<file path="src/rtl/comm_pkg.sv">
// ============================================================================
// Module   : comm_pkg
// Brief    : Shared state encodings, pin indices and parity helper for the
//            uart_comm_ic tile.
// Revision : 1.0
// ============================================================================
`default_nettype none

package comm_pkg;

   typedef enum logic [2:0] {
      TX_IDLE   = 3'd0,
      TX_START  = 3'd1,
      TX_DATA   = 3'd2,
      TX_PARITY = 3'd3,
      TX_STOP   = 3'd4
   } tx_state_t;

   typedef enum logic [2:0] {
      RX_IDLE   = 3'd0,
      RX_START  = 3'd1,
      RX_DATA   = 3'd2,
      RX_PARITY = 3'd3,
      RX_STOP   = 3'd4
   } rx_state_t;

   localparam int UI_RX       = 0;
   localparam int UI_TX_WR    = 1;
   localparam int UI_RX_RD    = 2;
   localparam int UI_PAR_EN   = 3;
   localparam int UI_PAR_ODD  = 4;
   localparam int UI_RD_MODE  = 5;
   localparam int UI_CLR_ERR  = 6;

   localparam int UO_TX        = 0;
   localparam int UO_TX_FULL   = 1;
   localparam int UO_RX_EMPTY  = 2;
   localparam int UO_PAR_ERR   = 3;
   localparam int UO_OVERRUN   = 4;
   localparam int UO_FRAME_ERR = 5;
   localparam int UO_TX_BUSY   = 6;
   localparam int UO_RX_VALID  = 7;

   // XOR of the low nbits of data, inverted for odd parity
   function automatic logic parity_fn(input logic [7:0] data, input int nbits, input logic odd);
      logic p;
      p = odd;
      for (int i = 0; i < 8; i++) begin
         if (i < nbits) p = p ^ data[i];
      end
      return p;
   endfunction

endpackage

`default_nettype wire

</file>
<file path="src/rtl/sync_fifo.sv">
// ============================================================================
// Module   : sync_fifo
// Brief    : Single-clock FIFO with count-based full/empty; head reads 0
//            when empty and a pop frees a slot for a same-cycle push.
// Revision : 1.0
// ============================================================================
`default_nettype none

module sync_fifo #(
   parameter int WIDTH = 8,
   parameter int DEPTH = 4
) (
   input  logic             clk,
   input  logic             rst_n,
   input  logic             i_push,
   input  logic [WIDTH-1:0] i_data,
   input  logic             i_pop,
   output logic [WIDTH-1:0] o_data,
   output logic             o_full,
   output logic             o_empty
);

   localparam int PTR_W = (DEPTH > 1) ? $clog2(DEPTH) : 1;
   localparam int CNT_W = $clog2(DEPTH + 1);

   logic [WIDTH-1:0] r_mem [DEPTH];
   logic [PTR_W-1:0] r_wr_ptr;
   logic [PTR_W-1:0] r_rd_ptr;
   logic [CNT_W-1:0] r_count;

   logic w_full;
   logic w_empty;
   logic w_do_push;
   logic w_do_pop;

   assign w_full    = (r_count == CNT_W'(DEPTH));
   assign w_empty   = (r_count == '0);
   assign w_do_pop  = i_pop & ~w_empty;
   assign w_do_push = i_push & (~w_full | i_pop);

   always_ff @(posedge clk) begin
      if (!rst_n) begin
         r_wr_ptr <= '0;
         r_rd_ptr <= '0;
         r_count  <= '0;
      end else begin
         if (w_do_push) r_wr_ptr <= (r_wr_ptr == PTR_W'(DEPTH - 1)) ? '0 : r_wr_ptr + 1'b1;
         if (w_do_pop)  r_rd_ptr <= (r_rd_ptr == PTR_W'(DEPTH - 1)) ? '0 : r_rd_ptr + 1'b1;
         if (w_do_push && !w_do_pop)      r_count <= r_count + 1'b1;
         else if (!w_do_push && w_do_pop) r_count <= r_count - 1'b1;
      end
   end

   always_ff @(posedge clk) begin
      if (w_do_push) r_mem[r_wr_ptr] <= i_data;
   end

   assign o_data  = w_empty ? '0 : r_mem[r_rd_ptr];
   assign o_full  = w_full;
   assign o_empty = w_empty;

endmodule

`default_nettype wire

</file>
<file path="src/rtl/uart_comm_ic.sv">
// ============================================================================
// Module   : uart_comm_ic
// Brief    : Full-duplex UART tile top: strobe synchronisers, TX/RX engines,
//            TX/RX FIFOs, sticky error flags and the uio byte port.
// Revision : 1.0
// ============================================================================
`default_nettype none

module uart_comm_ic
   import comm_pkg::*;
#(
   parameter int DATA_BITS    = 8,
   parameter int CLKS_PER_BIT = 16,
   parameter int STOP_BITS    = 1,
   parameter int TX_DEPTH     = 4,
   parameter int RX_DEPTH     = 4
) (
   input  logic       clk,
   input  logic       rst_n,
   input  logic       ena,
   input  logic [7:0] ui_in,
   output logic [7:0] uo_out,
   input  logic [7:0] uio_in,
   output logic [7:0] uio_out,
   output logic [7:0] uio_oe
);

   localparam int CNT_W = $clog2(CLKS_PER_BIT);
   localparam int HALF  = CLKS_PER_BIT / 2;

   // ---------------- synchronisers: {clr, rx_rd, tx_wr, rx} ----------------
   logic [3:0] r_sync1;
   logic [3:0] r_sync2;
   logic [3:0] r_sync_prev;

   always_ff @(posedge clk) begin
      if (!rst_n) begin
         r_sync1     <= '0;
         r_sync2     <= '0;
         r_sync_prev <= '0;
      end else begin
         r_sync1     <= {ui_in[UI_CLR_ERR], ui_in[UI_RX_RD], ui_in[UI_TX_WR], ui_in[UI_RX]};
         r_sync2     <= r_sync1;
         r_sync_prev <= r_sync2;
      end
   end

   logic w_rx_s;
   logic w_rx_fall;
   logic w_wr_pulse;
   logic w_rd_pulse;
   logic w_clr_pulse;

   assign w_rx_s      = r_sync2[0];
   assign w_rx_fall   = r_sync_prev[0] & ~r_sync2[0];
   assign w_wr_pulse  = r_sync2[1] & ~r_sync_prev[1];
   assign w_rd_pulse  = r_sync2[2] & ~r_sync_prev[2];
   assign w_clr_pulse = r_sync2[3] & ~r_sync_prev[3];

   // ---------------- FIFOs ----------------
   logic [DATA_BITS-1:0] w_tx_head;
   logic                 w_tx_full;
   logic                 w_tx_empty;
   logic                 w_tx_pop;
   logic [DATA_BITS-1:0] w_rx_head;
   logic                 w_rxf_full;
   logic                 w_rxf_empty;
   logic                 w_rx_push;
   logic [DATA_BITS-1:0] r_rx_shift;

   sync_fifo #(.WIDTH(DATA_BITS), .DEPTH(TX_DEPTH)) u_tx_fifo (
      .clk     (clk),
      .rst_n   (rst_n),
      .i_push  (w_wr_pulse),
      .i_data  (uio_in[DATA_BITS-1:0]),
      .i_pop   (w_tx_pop),
      .o_data  (w_tx_head),
      .o_full  (w_tx_full),
      .o_empty (w_tx_empty)
   );

   sync_fifo #(.WIDTH(DATA_BITS), .DEPTH(RX_DEPTH)) u_rx_fifo (
      .clk     (clk),
      .rst_n   (rst_n),
      .i_push  (w_rx_push),
      .i_data  (r_rx_shift),
      .i_pop   (w_rd_pulse),
      .o_data  (w_rx_head),
      .o_full  (w_rxf_full),
      .o_empty (w_rxf_empty)
   );

   // ---------------- TX engine ----------------
   tx_state_t            r_tx_state;
   tx_state_t            w_tx_next;
   logic [CNT_W-1:0]     r_tx_cnt;
   logic [2:0]           r_tx_bit;
   logic [DATA_BITS-1:0] r_tx_shift;
   logic                 r_tx_par;
   logic                 r_tx_par_en;
   logic                 w_tx_line;
   logic                 w_tx_bit_end;

   assign w_tx_bit_end = (r_tx_cnt == CNT_W'(CLKS_PER_BIT - 1));

   always_comb begin
      w_tx_next = r_tx_state;
      w_tx_pop  = 1'b0;
      w_tx_line = 1'b1;
      case (r_tx_state)
         TX_IDLE: begin
            if (!w_tx_empty) begin
               w_tx_next = TX_START;
               w_tx_pop  = 1'b1;
            end
         end
         TX_START: begin
            w_tx_line = 1'b0;
            if (w_tx_bit_end) w_tx_next = TX_DATA;
         end
         TX_DATA: begin
            w_tx_line = r_tx_shift[0];
            if (w_tx_bit_end && r_tx_bit == 3'(DATA_BITS - 1))
               w_tx_next = r_tx_par_en ? TX_PARITY : TX_STOP;
         end
         TX_PARITY: begin
            w_tx_line = r_tx_par;
            if (w_tx_bit_end) w_tx_next = TX_STOP;
         end
         TX_STOP: begin
            if (w_tx_bit_end && r_tx_bit == 3'(STOP_BITS - 1)) w_tx_next = TX_IDLE;
         end
         default: w_tx_next = TX_IDLE;
      endcase
   end

   // Frame config and data are captured at the pop so mid-frame pin changes are ignored
   always_ff @(posedge clk) begin
      if (!rst_n) begin
         r_tx_state  <= TX_IDLE;
         r_tx_cnt    <= '0;
         r_tx_bit    <= '0;
         r_tx_shift  <= '0;
         r_tx_par    <= 1'b0;
         r_tx_par_en <= 1'b0;
      end else begin
         r_tx_state <= w_tx_next;
         if (r_tx_state == TX_IDLE || w_tx_bit_end) r_tx_cnt <= '0;
         else                                       r_tx_cnt <= r_tx_cnt + 1'b1;
         if (w_tx_pop) begin
            r_tx_shift  <= w_tx_head;
            r_tx_par    <= parity_fn(8'(w_tx_head), DATA_BITS, ui_in[UI_PAR_ODD]);
            r_tx_par_en <= ui_in[UI_PAR_EN];
            r_tx_bit    <= '0;
         end else if (r_tx_state == TX_DATA && w_tx_bit_end) begin
            r_tx_shift <= r_tx_shift >> 1;
            r_tx_bit   <= (r_tx_bit == 3'(DATA_BITS - 1)) ? 3'd0 : r_tx_bit + 3'd1;
         end else if (r_tx_state == TX_STOP && w_tx_bit_end) begin
            r_tx_bit <= r_tx_bit + 3'd1;
         end
      end
   end

   // ---------------- RX engine ----------------
   rx_state_t        r_rx_state;
   rx_state_t        w_rx_next;
   logic [CNT_W-1:0] r_rx_cnt;
   logic [2:0]       r_rx_bit;
   logic             r_rx_par_bit;
   logic             r_rx_par_en;
   logic             r_rx_odd;
   logic             r_rx_stop_bad;
   logic             w_rx_half;
   logic             w_rx_mid;
   logic             w_rx_par_bad;
   logic             w_set_pe;
   logic             w_set_ovr;
   logic             w_set_fe;

   assign w_rx_half    = (r_rx_cnt == CNT_W'(HALF - 1));
   assign w_rx_mid     = (r_rx_cnt == CNT_W'(CLKS_PER_BIT - 1));
   assign w_rx_par_bad = r_rx_par_en &
                         (parity_fn(8'(r_rx_shift), DATA_BITS, r_rx_odd) != r_rx_par_bit);

   always_comb begin
      w_rx_next = r_rx_state;
      w_rx_push = 1'b0;
      w_set_pe  = 1'b0;
      w_set_ovr = 1'b0;
      w_set_fe  = 1'b0;
      case (r_rx_state)
         RX_IDLE: begin
            if (w_rx_fall) w_rx_next = RX_START;
         end
         RX_START: begin
            if (w_rx_half) w_rx_next = w_rx_s ? RX_IDLE : RX_DATA;
         end
         RX_DATA: begin
            if (w_rx_mid && r_rx_bit == 3'(DATA_BITS - 1))
               w_rx_next = r_rx_par_en ? RX_PARITY : RX_STOP;
         end
         RX_PARITY: begin
            if (w_rx_mid) w_rx_next = RX_STOP;
         end
         RX_STOP: begin
            // A low stop bit parks here until the line returns high
            if (r_rx_stop_bad) begin
               if (w_rx_s) w_rx_next = RX_IDLE;
            end else if (w_rx_mid) begin
               if (!w_rx_s) begin
                  w_set_fe = 1'b1;
               end else begin
                  w_rx_next = RX_IDLE;
                  if (w_rx_par_bad) begin
                     w_set_pe = 1'b1;
                  end else begin
                     w_rx_push = 1'b1;
                     w_set_ovr = w_rxf_full & ~w_rd_pulse;
                  end
               end
            end
         end
         default: w_rx_next = RX_IDLE;
      endcase
   end

   always_ff @(posedge clk) begin
      if (!rst_n) begin
         r_rx_state    <= RX_IDLE;
         r_rx_cnt      <= '0;
         r_rx_bit      <= '0;
         r_rx_shift    <= '0;
         r_rx_par_bit  <= 1'b0;
         r_rx_par_en   <= 1'b0;
         r_rx_odd      <= 1'b0;
         r_rx_stop_bad <= 1'b0;
      end else begin
         r_rx_state <= w_rx_next;
         if (r_rx_state == RX_IDLE)                         r_rx_cnt <= '0;
         else if (r_rx_state == RX_START ? w_rx_half : w_rx_mid) r_rx_cnt <= '0;
         else                                               r_rx_cnt <= r_rx_cnt + 1'b1;
         if (r_rx_state == RX_IDLE && w_rx_fall) begin
            r_rx_par_en <= ui_in[UI_PAR_EN];
            r_rx_odd    <= ui_in[UI_PAR_ODD];
            r_rx_bit    <= '0;
         end
         if (r_rx_state == RX_DATA && w_rx_mid) begin
            r_rx_shift <= {w_rx_s, r_rx_shift[DATA_BITS-1:1]};
            r_rx_bit   <= r_rx_bit + 3'd1;
         end
         if (r_rx_state == RX_PARITY && w_rx_mid) r_rx_par_bit <= w_rx_s;
         if (r_rx_state != RX_STOP) r_rx_stop_bad <= 1'b0;
         else if (w_set_fe)         r_rx_stop_bad <= 1'b1;
      end
   end

   // ---------------- sticky error flags (set beats clear) ----------------
   logic r_par_err;
   logic r_overrun;
   logic r_frame_err;

   always_ff @(posedge clk) begin
      if (!rst_n) begin
         r_par_err   <= 1'b0;
         r_overrun   <= 1'b0;
         r_frame_err <= 1'b0;
      end else begin
         r_par_err   <= w_set_pe  ? 1'b1 : (w_clr_pulse ? 1'b0 : r_par_err);
         r_overrun   <= w_set_ovr ? 1'b1 : (w_clr_pulse ? 1'b0 : r_overrun);
         r_frame_err <= w_set_fe  ? 1'b1 : (w_clr_pulse ? 1'b0 : r_frame_err);
      end
   end

   // ---------------- pin mapping ----------------
   always_comb begin
      uo_out               = '0;
      uo_out[UO_TX]        = w_tx_line;
      uo_out[UO_TX_FULL]   = w_tx_full;
      uo_out[UO_RX_EMPTY]  = w_rxf_empty;
      uo_out[UO_PAR_ERR]   = r_par_err;
      uo_out[UO_OVERRUN]   = r_overrun;
      uo_out[UO_FRAME_ERR] = r_frame_err;
      uo_out[UO_TX_BUSY]   = (r_tx_state != TX_IDLE);
      uo_out[UO_RX_VALID]  = ~w_rxf_empty;
   end

   assign uio_out = ui_in[UI_RD_MODE] ? 8'(w_rx_head) : 8'h00;
   assign uio_oe  = {8{ui_in[UI_RD_MODE]}};

   logic w_unused_inputs;
   assign w_unused_inputs = ^{ena, ui_in[7], uio_in};

endmodule

`default_nettype wire

</file>
<file path="config.mk">
export PLATFORM = sky130hd
export DESIGN_NAME = uart_comm_ic
export DESIGN_NICKNAME = d
export VERILOG_FILES = /design/src/rtl/comm_pkg.sv /design/src/rtl/sync_fifo.sv /design/src/rtl/uart_comm_ic.sv
export SDC_FILE = /design/constraint.sdc
export NUM_CORES = 1
export LEC_CHECK = 0
export BUFFER_PORTS_ARGS = -buffer_cell sky130_fd_sc_hd__buf_2
export CAP_MARGIN = 20
export CORE_ASPECT_RATIO = 1.5
export CORE_UTILIZATION = 36
export CTS_BUF_LIST = sky130_fd_sc_hd__clkbuf_16
export DETAILED_ROUTE_END_ITERATION = 16
export GPL_TIMING_DRIVEN = 1
export REMOVE_ABC_BUFFERS = 1
export SYNTH_ARGS = -nofsm -noshare
export SYNTH_HDL_FRONTEND = slang
export SYNTH_HIERARCHICAL = 1
export SYNTH_SLANG_ARGS = --single-unit
export TNS_END_PERCENT = 10
</file>
<file path="constraint.sdc">
create_clock -name clk -period 3.41 [get_ports clk]
set_input_delay 0.341 -clock clk [delete_from_list [all_inputs] [get_ports clk]]
set_output_delay 0.341 -clock clk [all_outputs]
set_load 0.02 [all_outputs]
</file>
-- Word level (Yosys, flattened, before mapping)
Memories as Yosys holds them, arrays and structs flattened. A register that Yosys moved wholly into a read port is not among the register bits.
Index checks and enable logic that the tools add are counted.
- bits in registers: 71
- bits in latches: 0
- memory bits (writable): 64
- memory bits (read-only): 0
- bits of input ports: 19
- output and inout port bits: 24
- logic and storage cells: 230
- memories kept: 2
- memory list (memory ; words ; width ; rd ports ; clocked after memory_dff ; wr ports ; line ; source):
    u_rx_fifo.r_mem ; 4 ; 8 ; 1 ; 1 ; 1 ; sync_fifo.sv:26 ; logic [WIDTH-1:0] r_mem [DEPTH];
    u_tx_fifo.r_mem ; 4 ; 8 ; 1 ; 1 ; 1 ; sync_fifo.sv:26 ;
- add/subtract/negate cells: 12
- multipliers: 0
- div/mod/pow operators: 0
- order comparisons: 0
- equality and inequality tests: 31
- shifts and indexed selects: 0
- mux-type cells: 84
- bitwise gates (word level): 38
- reductions and logical operators: 37
- operator list (kind ; count):
    $mux 3 ; 23
    $mux 1 ; 44
    $mux 8 ; 5
    $pmux 3 s5 ; 2
    $eq 3x3->1 const B ; 6
    $mux 2 ; 9
    $ne 2x2->1 const B ; 9
    $reduce_bool 2->1 ; 8
    $xor 1x1->1 ; 16
    $logic_not 3->1 ; 5
    $add 3x1->3 const B ; 4
    $eq 3x2->1 const B ; 4
    $logic_and 1x1->1 ; 12
    $and 1x1->1 ; 10
    $not 1->1 ; 10
    $reduce_and 5->1 ; 2
    $add 2x1->2 const B ; 4
    $add 4x1->4 const B ; 2
    $eq 2x2->1 const B ; 4
    $eq 4x4->1 const B ; 2
    $eq 3x1->1 const B ; 2
    $ne 3x3->1 const B ; 2
    $reduce_or 2->1 ; 3
    $sub 3x1->3 const B ; 2
    other kinds (8) ; 12

-- Depth between registers and ports, before layout
Gate-level depths: netlist (run 1).
- word-level depth: 24
- depth in mapped cells: 12
- depth with buffers taken out: 11

-- Cells and area by module
Netlist (run 1), hierarchy kept.
- by module, submodules not included (module ; instances ; cells an instance ; area an instance (um^2) ; sequential area each (um^2)):
    sync_fifo ; 2 ; 101 ; 1701.6 ; 1141.1
    uart_comm_ic ; 1 ; 316 ; 2721.4 ; 1141.1

-- Worst setup path before layout (run 1)
Ideal clock, no wire load.
- kind: register -> register
- start point: reg r_rx_shift[7]
- end point: reg u_rx_fifo.r_count[2]
- setup time: 76 ps
- data arrival time: 2713 ps
- data required time: 3334 ps
- slack: 622 ps
- stages on the path, launching flop included: 12
- path buffers: 0
- clock period less this slack: 2788 ps
- cell sequence: dfxtp_1 -> xor2_1 -> xnor3_1 -> xnor2_1 -> a21oi_1 -> a21boi_2 -> ha_1 -> inv_1 -> fa_1 -> xor2_1 -> or3_1 -> a21boi_0
- cells in the longest elaborated chain, start to end: 12
- elaborated cells on any way between the ends: 14
- classes of those cells: eq/ne: 1; mux: 6; bitwise: 3; reduce/logical: 4
- ends and longest elaborated chain (what ; line ; source):
    start, declared ; uart_comm_ic.sv:69 ; logic [DATA_BITS-1:0] r_rx_shift;
    start signal, assigned ; uart_comm_ic.sv:248 ; r_rx_shift <= {w_rx_s, r_rx_shift[DATA_BITS-1:1]};
    $xor 1x1->1 * ; comm_pkg.sv:49 ; if (i < nbits) p = p ^ data[i];
    $ne 1x1->1 * ; uart_comm_ic.sv:183 ; (parity_fn(8'(r_rx_shift), DATA_BITS, r_rx_odd) != r_rx_par_bit);
    $and 1x1->1 * ; uart_comm_ic.sv:182 ; assign w_rx_par_bad = r_rx_par_en &
    $mux 1 * ; uart_comm_ic.sv:214 ; if (w_rx_par_bad) begin
    $mux 1 * ; uart_comm_ic.sv:210 ; if (!w_rx_s) begin
    $mux 1 * ; uart_comm_ic.sv:209 ; end else if (w_rx_mid) begin
    $mux 1 * ; uart_comm_ic.sv:207 ; if (r_rx_stop_bad) begin
    $mux 1 * ; uart_comm_ic.sv:191 ; case (r_rx_state)
    via w_rx_push ; uart_comm_ic.sv:68 ; logic w_rx_push;
    $and 1x1->1 * ; sync_fifo.sv:39 ; assign w_do_push = i_push & (~w_full | i_pop);
    via u_rx_fifo.w_do_push ; sync_fifo.sv:33 ; logic w_do_push;
    $logic_not 1->1 ; sync_fifo.sv:50 ; else if (!w_do_push && w_do_pop) r_count <= r_count - 1'b1;
    $logic_and 1x1->1 ; sync_fifo.sv:50 ;
    $reduce_bool 2->1 (no line) ; - ;
    end signal, assigned ; sync_fifo.sv:49 ; if (w_do_push && !w_do_pop) r_count <= r_count + 1'b1;
    end signal, assigned ; sync_fifo.sv:50 ;
    end, declared ; sync_fifo.sv:29 ; logic [CNT_W-1:0] r_count;
The timed path passes the listed nets; every way through them passes the cells marked *.
A chain may end at the register's enable or synchronous reset.

-- Worst setup path in the final report (run 1)
- start point: reg r_rx_shift[6]
- end point: reg u_rx_fifo.r_count[2]
- cells in the longest elaborated chain, start to end: 13
- elaborated cells on any way between the ends: 15
- classes of those cells: eq/ne: 1; mux: 6; bitwise: 4; reduce/logical: 4
- ends and longest elaborated chain (what ; line):
    $xor 1x1->1 * (2 in series) ; comm_pkg.sv:49
    $ne 1x1->1 * ; uart_comm_ic.sv:183
    $and 1x1->1 * ; uart_comm_ic.sv:182
    $mux 1 * ; uart_comm_ic.sv:214
    $mux 1 * ; uart_comm_ic.sv:210
    $mux 1 * ; uart_comm_ic.sv:209
    $mux 1 * ; uart_comm_ic.sv:207
    $mux 1 * ; uart_comm_ic.sv:191
    via w_rx_push ; uart_comm_ic.sv:68
    $and 1x1->1 * ; sync_fifo.sv:39
    via u_rx_fifo.w_do_push ; sync_fifo.sv:33
    $logic_not 1->1 ; sync_fifo.sv:50
    $logic_and 1x1->1 ; sync_fifo.sv:50
    $reduce_bool 2->1 (no line) ; -
Marks and branches as above.

==> metrics.log, run 1 <==
[metrics] result of the run: finished, final reports clean
[metrics] worst max-slew margin expressed relative to the limit: 0.307
[metrics] DRC marker count from the first detailed-route iteration: 192
[metrics] count of hold buffers inserted by post-cts repair: 0
[metrics] commonest non-fill, non-tap cell in the layout: dfxtp_1
[metrics] setup repair after global routing missed its margin: no
[metrics] worst-path maximum fanout: 7
[metrics] post-synthesis cell count: 518
[metrics] Fin Hold WS: 0.129 ns
[metrics] simple-gate portion of the synthesized area: 0.164
[metrics] worst path arrival time: 3.41 ns
[metrics] # diodes: 0
[metrics] cell area after technology mapping: 6120 um2
[metrics] die boundary height: 162 um
[metrics] pin count of the biggest net entering global routing: 46
[metrics] GRT Resource Usage Total: 0.132
[metrics] final core utilization: 0.418
[metrics] top_reg_cell synth: dfxtp_1
[metrics] Req. time, crit path: 3.76 ns
[metrics] slew at the pin with the worst max-slew slack: 1.04 ns
[metrics] compound-cell area share of the yosys netlist: 0.0676
[metrics] via/cell ratio: 4.90
[metrics] overall die area: 17500 um2
[metrics] worst setup timing slack at the placement stage: 0.336 ns
[metrics] area grow syn2layout: 14.0%
[metrics] Post-CTS Setup Bufs: 0
[metrics] count of input and output buffers: 40
[metrics] number of buffers created by CTS: 17
[metrics] number of storage elements in the synthesis netlist: 139
[metrics] max-capacitance violation count: 0
[metrics] share of synthesized area occupied by flip-flops and latches: 0.559
[metrics] effective utilization at floorplan: 0.367
[metrics] number of antenna violations at the first check in global routing: 0
[metrics] share of flip-flops with an asynchronous set or reset after synthesis: 0
[metrics] final setup violating endpoints: 0
[metrics] Hold/Removal Path Class: in2reg
[metrics] post-synthesis xor/xnor area fraction: 0.0380
[metrics] kind of start point of the critical path: flop
[metrics] synthesized area divided by synthesized cell count: 11.8 um2
[metrics] ratio of cells with drive above 1 in the final layout: 0.191
[metrics] area leader, netlist: edfxtp_1
[metrics] Netlist cell types: 52
[metrics] largest cells by area after synthesis: edfxtp_1 (31%), dfxtp_1 (25%), mux4_2 (5.9%), ha_1 (3.9%), nand2_1 (3.1%)
[metrics] DR DRC count: 0
[metrics] gr ovfl total: 0
[metrics] final count of hold timing violations: 0
[metrics] clock transition time at the flip-flop clock pins of the worst setup and hold paths: 0.06 ns
[metrics] share of Yosys cell area claimed by the top area cell type: 0.314
[metrics] mux contribution to synthesized area: 0.0784
[metrics] CTS Root Buffer Type: clkbuf_16
[metrics] routed wirelength normalized by instance count: 13.6 um
[metrics] dominant combinational cell family by area after synthesis: simple AND/OR/NAND/NOR gates
[metrics] aggregate routed wire length: 10500 um
[metrics] number of pins exceeding their max-slew limit in the final report: 0
[metrics] clock skew: 0.00999 ns
[metrics] minimum setup slack in the final design: 0.344 ns
[metrics] highest clock rate: 326 MHz
[metrics] Total Neg Setup Slack: 0 ns
[metrics] adder and majority gate portion of the synthesized area: 0.0454
[metrics] clk_lat worst skew: 0.42 ns
[metrics] routability congestion estimate from global placement: 0.687
[metrics] CTS tree: yes
[metrics] Via Count: 3768
[metrics] TritonCTS sink count: 139
[metrics] num rows: 58
[metrics] CP startpoint: r_rx_shift[6]
[metrics] power density cells: 674 nW/um2
[metrics] post-route ant nets: 0
[metrics] min cycle time layout: 3.07 ns
[metrics] Initial DRT Pass Iterations: 4
[metrics] Net count, final: 586
[metrics] H-tree levels: 4
[metrics] half-perimeter wire length of the detailed placement result: 7210 um
[metrics] launch point of the worst hold path: ui_in[2]
[metrics] launch point of the worst reg-to-reg path: r_rx_shift[6]
[metrics] most frequent cells in the layout: dfxtp_1 (75), edfxtp_1 (64), nand2_1 (51)
[metrics] Core Region: 16700 um2
[metrics] static leakage: 2.52 nW
[metrics] die width: 109 um
[metrics] fill count: 1580
[metrics] number of global-route vias before repair: 3737
[metrics] maximum ir drop on the vdd rail: 0.446 mV
[metrics] Synth warnings: 6
[metrics] number of flops mapped to enable cells by yosys: 64
[metrics] share of the cycle needed by the critical path after routing: 0.899
[metrics] category of the most critical setup path: reg2reg
[metrics] wire length of the first global-routing pass: 17800 um
[metrics] I/O pin count: 43
[metrics] critical path endpoint category: flop
[metrics] post-cts gate resize count: 0
[metrics] worst-case clock buffer depth: 2
[state kept, by name, indices dropped and copies added, names as in the netlist, 2 cells and up, named ones only]
| signal | flops |
|---|---|
| u_rx_fifo/r_mem | 32 |
| r_tx_state | 3 |
| u_rx_fifo/r_wr_ptr | 2 |
| r_tx_bit | 3 |
| r_rx_bit | 3 |
| u_tx_fifo/r_wr_ptr | 2 |
| r_sync_prev | 4 |
| r_tx_shift | 8 |
| u_tx_fifo/r_mem | 32 |
| r_tx_cnt | 4 |
| u_rx_fifo/r_rd_ptr | 2 |
| r_rx_shift | 8 |
| r_rx_state | 3 |
| r_rx_cnt | 4 |
| r_sync1 | 4 |
| u_tx_fifo/r_count | 3 |
| u_rx_fifo/r_count | 3 |
| r_sync2 | 4 |
| u_tx_fifo/r_rd_ptr | 2 |
[area by class of cell]
type	count	area (um2)	area share
clock inverter	15	161	0.0231
inverter	14	52.6	0.00753
clock buffer	17	425	0.0609
sequential	139	3420	0.490
multi-input combinational	328	2410	0.345
tap	210	263	0.0376
timing repair buffer	46	245	0.0351
[per-stage QoR]
stage | cell area, um2 | total power [W] | std cells
global placement | 6390 | 0.00290 | 737
CTS | 6980 | 0.00477 | 769
finish | 6980 | 0.00470 | 769
floorplan | 5890 | 0.00265 | 481
detailed placement | 6390 | 0.00292 | 737
global route | 6980 | 0.00495 | 769
[kinds of logic (layout without fill, tap and decap cells)]
kind of cell    count (synthesis)  in the layout
compound gates                 62             62
xor+xnor                       25             25
fa+ha+maj                      21             21
buf+inv                        51             92
flops                         139            139
mux                            28             28
simple gates                  192            192
[worst max-delay path, stage by stage, from the launching register on]
cell      delay (ns)
dfxtp_1         0.45
xor2_1          0.18
xnor3_1         0.41
xnor2_1         0.18
a21oi_1         0.16
a21boi_2        0.33
ha_1            0.25
inv_1           0.07
fa_1            0.37
xor2_1          0.16
or3_1           0.30
a21boi_0        0.15
[final timing paths]
path | to | slack [ns] | cells after the start
worst max-delay path | u_rx_fifo/r_count[2] | 0.34 | 11
worst min-delay path | r_sync1[2] | 0.13 | 2
worst max register to register | u_rx_fifo/r_count[2] | 0.34 | 11
worst min register to register | r_sync2[3] | 0.43 | 1
[metal layers]
layer | part of all wire | track usage
met1 | 0.41 | 0.144
met2 | 0.54 | 0.236
met3 | 0.034 | 0.0357
met4 | 0.017 | 0.0571
met5 | 0 | 0
[synthesized netlist by cell type (all sizes together) (2+ instances only)]
cell type,instances
o31ai,4
nor3,10
fa,2
nand3,17
nand2,51
and3,4
a21boi,4
clkbuf,12
nor2b,23
o21ai,17
nand3b,2
a311oi,7
and2,30
buf,25
xnor2,16
nand2b,6
edfxtp,64
nor2,34
nor3b,3
nor4b,3
mux2i,12
or3,4
a21oi,20
a22oi,2
ha,19
o22ai,2
mux4,16
inv,14
dfxtp,75
xor2,8
[power by group]
group | leakage (nW) | switching [W] | total [W] | internal (W)
combinational | 1.05 | 0.000511 | 0.000934 | 0.000424
clock | 0.280 | 0.000741 | 0.00183 | 0.00109
sequential | 1.19 | 0.000112 | 0.00194 | 0.00183
total | 2.52 | 0.00136 | 0.00470 | 0.00334
Note: power is estimated with default switching activity, not from simulation.
==> inputs of run 2 (changes only) <==
CORE_ASPECT_RATIO = 1.2   (was 1.5)
clock period = 3.4 ns   (was 3.41 ns; I/O delays follow)
==> metrics.log, run 2 (synthesis gave the netlist of run 1 again) <==
[metrics] result of the run: finished, final reports clean
[metrics] register-to-register setup slack: 0.32 ns (-0.02 ns)
[metrics] most frequent CP cell: xor2_1
[metrics] area grow syn2layout: 13.6%
[metrics] most frequent cells in the layout: dfxtp_1 (75), edfxtp_1 (64), nand2_1 (51)
[metrics] clock skew: 0.00674 ns (-0.00326 ns)
[metrics] area of all placed cells without fillers: 6960 um2 (-0.32%)
[metrics] number of global-route vias before repair: 3685 (-1.4%)
[metrics] static leakage: 2.51 nW (-0.48%)
[metrics] wire length of the first global-routing pass: 17200 um (-3.3%)
[metrics] count of input and output buffers: 40 (unchanged)
[metrics] Placement Cell Area: 6390 um2 (about the same)
[metrics] capture point of the worst reg-to-reg path: u_rx_fifo/r_count[2]
[metrics] share of the cycle needed by the critical path after routing: 0.906 (+0.00686)
[metrics] maximum ir drop on the vdd rail: 0.344 mV (-23%)
[metrics] final count of hold timing violations: 0 (unchanged)
[metrics] Worst path slowest cell: dfxtp_1
[metrics] launch point of the worst hold path: uio_in[3]
[metrics] worst max-slew margin expressed relative to the limit: 0.304 (-0.00244)
[metrics] CTS tree: yes
[metrics] sequence of cells on the critical path: xor2_1, xnor3_1, xnor2_1, a21oi_1, a21boi_4, ha_1, inv_1, fa_1, xor2_1, or3_1, a21boi_0
[metrics] DRT met1 WL: 4500 um (+5.0%)
[metrics] power density cells: 660 nW/um2 (-2.1%)
[metrics] gr ovfl total: 0 (unchanged)
[metrics] number of buffers created by CTS: 17 (unchanged)
[metrics] DRC marker count from the first detailed-route iteration: 178 (-7.3%)
[metrics] num rows: 51 (-12%)
[metrics] H-tree levels: 4 (unchanged)
[metrics] routability congestion estimate from global placement: 0.727 (+5.9%)
[metrics] commonest non-fill, non-tap cell in the layout: dfxtp_1
[metrics] Hold/Removal Path Class: in2reg
[metrics] Req. time, crit path: 3.74 ns (-0.02 ns)
[metrics] min cycle time layout: 3.08 ns (+0.0143 ns)
[metrics] Initial DRT Pass Iterations: 4 (unchanged)
[metrics] Regs by FF count: u_rx_fifo/r_mem: 32 flops, u_tx_fifo/r_mem: 32 flops
[metrics] Net count, final: 585 (-0.17%)
[metrics] number of antenna violations at the first check in global routing: 1 (+1)
[metrics] clk_lat worst skew: 0.42 ns (about the same)
[metrics] post-route ant nets: 0 (unchanged)
[metrics] Core Region: 16500 um2 (-1.4%)
[metrics] worst-path maximum fanout: 7 (unchanged)
[metrics] worst hold stages: 1 (-1)
[metrics] worst-case clock buffer depth: 2 (unchanged)
[metrics] # diodes: 0 (unchanged)
[metrics] DR DRC count: 0 (unchanged)
[metrics] overall die area: 17500 um2 (about the same)
[metrics] final setup violating endpoints: 0 (unchanged)
[metrics] launch point of the worst reg-to-reg path: r_rx_shift[7]
[metrics] Fin Hold WS: 0.125 ns (-0.00405 ns)
[metrics] half-perimeter wire length of the detailed placement result: 6960 um (-3.4%)
[metrics] ratio of cells with drive above 1 in the final layout: 0.195 (+0.00393)
[metrics] max-capacitance violation count: 0 (unchanged)
[metrics] critical path endpoint category: flop
[metrics] Critical Path Max Stage Delay: 0.45 ns (about the same)
[metrics] number of pins exceeding their max-slew limit in the final report: 0 (unchanged)
[metrics] slew at the pin with the worst max-slew slack: 1.04 ns (+0.00365 ns)
[metrics] met2 wirelength from detailed routing: 5140 um (-9.0%)
[metrics] worst path arrival time: 3.42 ns (about the same)
[metrics] via/cell ratio: 4.86 (-0.87%)
[metrics] category of the most critical setup path: reg2reg
[metrics] pin count of the biggest net entering global routing: 46 (unchanged)
[metrics] TritonCTS sink count: 139 (unchanged)
[metrics] highest clock rate: 325 MHz (-0.47%)
[metrics] aggregate routed wire length: 10200 um (-2.3%)
[metrics] DR WL met3: 380 um (+6.4%)
[metrics] setup repair after global routing missed its margin: no
[metrics] max layer used: met4
[metrics] I/O pin count: 43 (unchanged)
[metrics] die width: 121 um (+12%)
[metrics] Post-CTS Setup Bufs: 0 (unchanged)
[metrics] terminating pin of the worst hold path: u_tx_fifo/r_mem[0][3]
[metrics] R2R depth: 11 (unchanged)
[metrics] clock transition time at the flip-flop clock pins of the worst setup and hold paths: 0.07 ns (about the same)
[metrics] effective utilization at floorplan: 0.372 (+0.00508)
[metrics] Total Neg Setup Slack: 0 ns (unchanged)
[metrics] routed wirelength normalized by instance count: 13.3 um (-2.4%)
[metrics] CTS Root Buffer Type: clkbuf_16
[metrics] die boundary height: 145 um (-10%)
[metrics] Via Count: 3740 (-0.74%)
[metrics] GRT Resource Usage Total: 0.128 (-0.00441)
[metrics] kind of start point of the critical path: flop
-- run 2: cell count changes in the layout (fill, tap and decap cells not counted), sizes merged --
| cell | previous run | this run |
|---|---|---|
| inv | 20 | 23 |
| clkinvlp | 3 | 2 |
| bufinv | 2 | 0 |
| buf | 46 | 45 |
-- run 2: report_power, final --
part	switching, W	internal [W]	total, W
registers	0.000110	0.00183	0.00194
clock network	0.000765	0.000958	0.00172
logic	0.000510	0.000417	0.000926
-- run 2: worst max-delay path: cells and delay by family, from the launching register on --
family | cells | cell delay [ns]
xor+xnor | 4 | 0.94
fa+ha+maj | 2 | 0.60
simple gates | 1 | 0.30
flops | 1 | 0.45
buf+inv | 1 | 0.06
compound gates | 3 | 0.66
-- run 2: layout make-up --
class | count | area (um2)
clock buffer | 17 | 425
clock inverter | 15 | 130
fill | 1558 | 9500
inverter | 14 | 52.6
multi-input combinational | 328 | 2420
sequential | 139 | 3420
tap | 212 | 265
timing repair buffer | 45 | 238
-- run 2: timing repair --
item	CTS	global route
endpoints found under the setup margin	0	1
gates resized for setup	0	2
hold buffers	0	0
-- run 2: routing by layer --
metal	GRT usage	up-vias
li1	-	1871
met1	0.144	1773
met2	0.222	76
met3	0.0368	20
met4	0.0624	0
met5	0	-
-- run 2: worst max path at each step --
stage / to / cells after the start / startpoint / slack, ns
after floorplan: u_tx_fifo/r_count[2] / 10 / r_tx_state[0] / 0.43
after global placement: u_rx_fifo/r_count[2] / 11 / r_rx_shift[7] / 0.43
after detailed placement: u_rx_fifo/r_count[2] / 11 / r_rx_shift[6] / 0.30
after CTS: u_rx_fifo/r_count[2] / 11 / r_rx_shift[6] / 0.26
after global routing: u_rx_fifo/r_count[2] / 11 / r_rx_shift[6] / 0.03
final: u_rx_fifo/r_count[2] / 11 / r_rx_shift[7] / 0.32
-- run 2: per-stage QoR --
step,worst slack [ns],total power [W],std cells,util
3_5_place_dp,0.296,0.00291,738,0.388
4_1_cts,0.259,0.00465,770,0.422
2_1_floorplan,0.434,0.00266,481,-
6_report,0.319,0.00459,770,0.423
3_3_place_gp,0.431,0.00289,738,0.388
5_1_grt,0.0308,0.00483,770,0.423
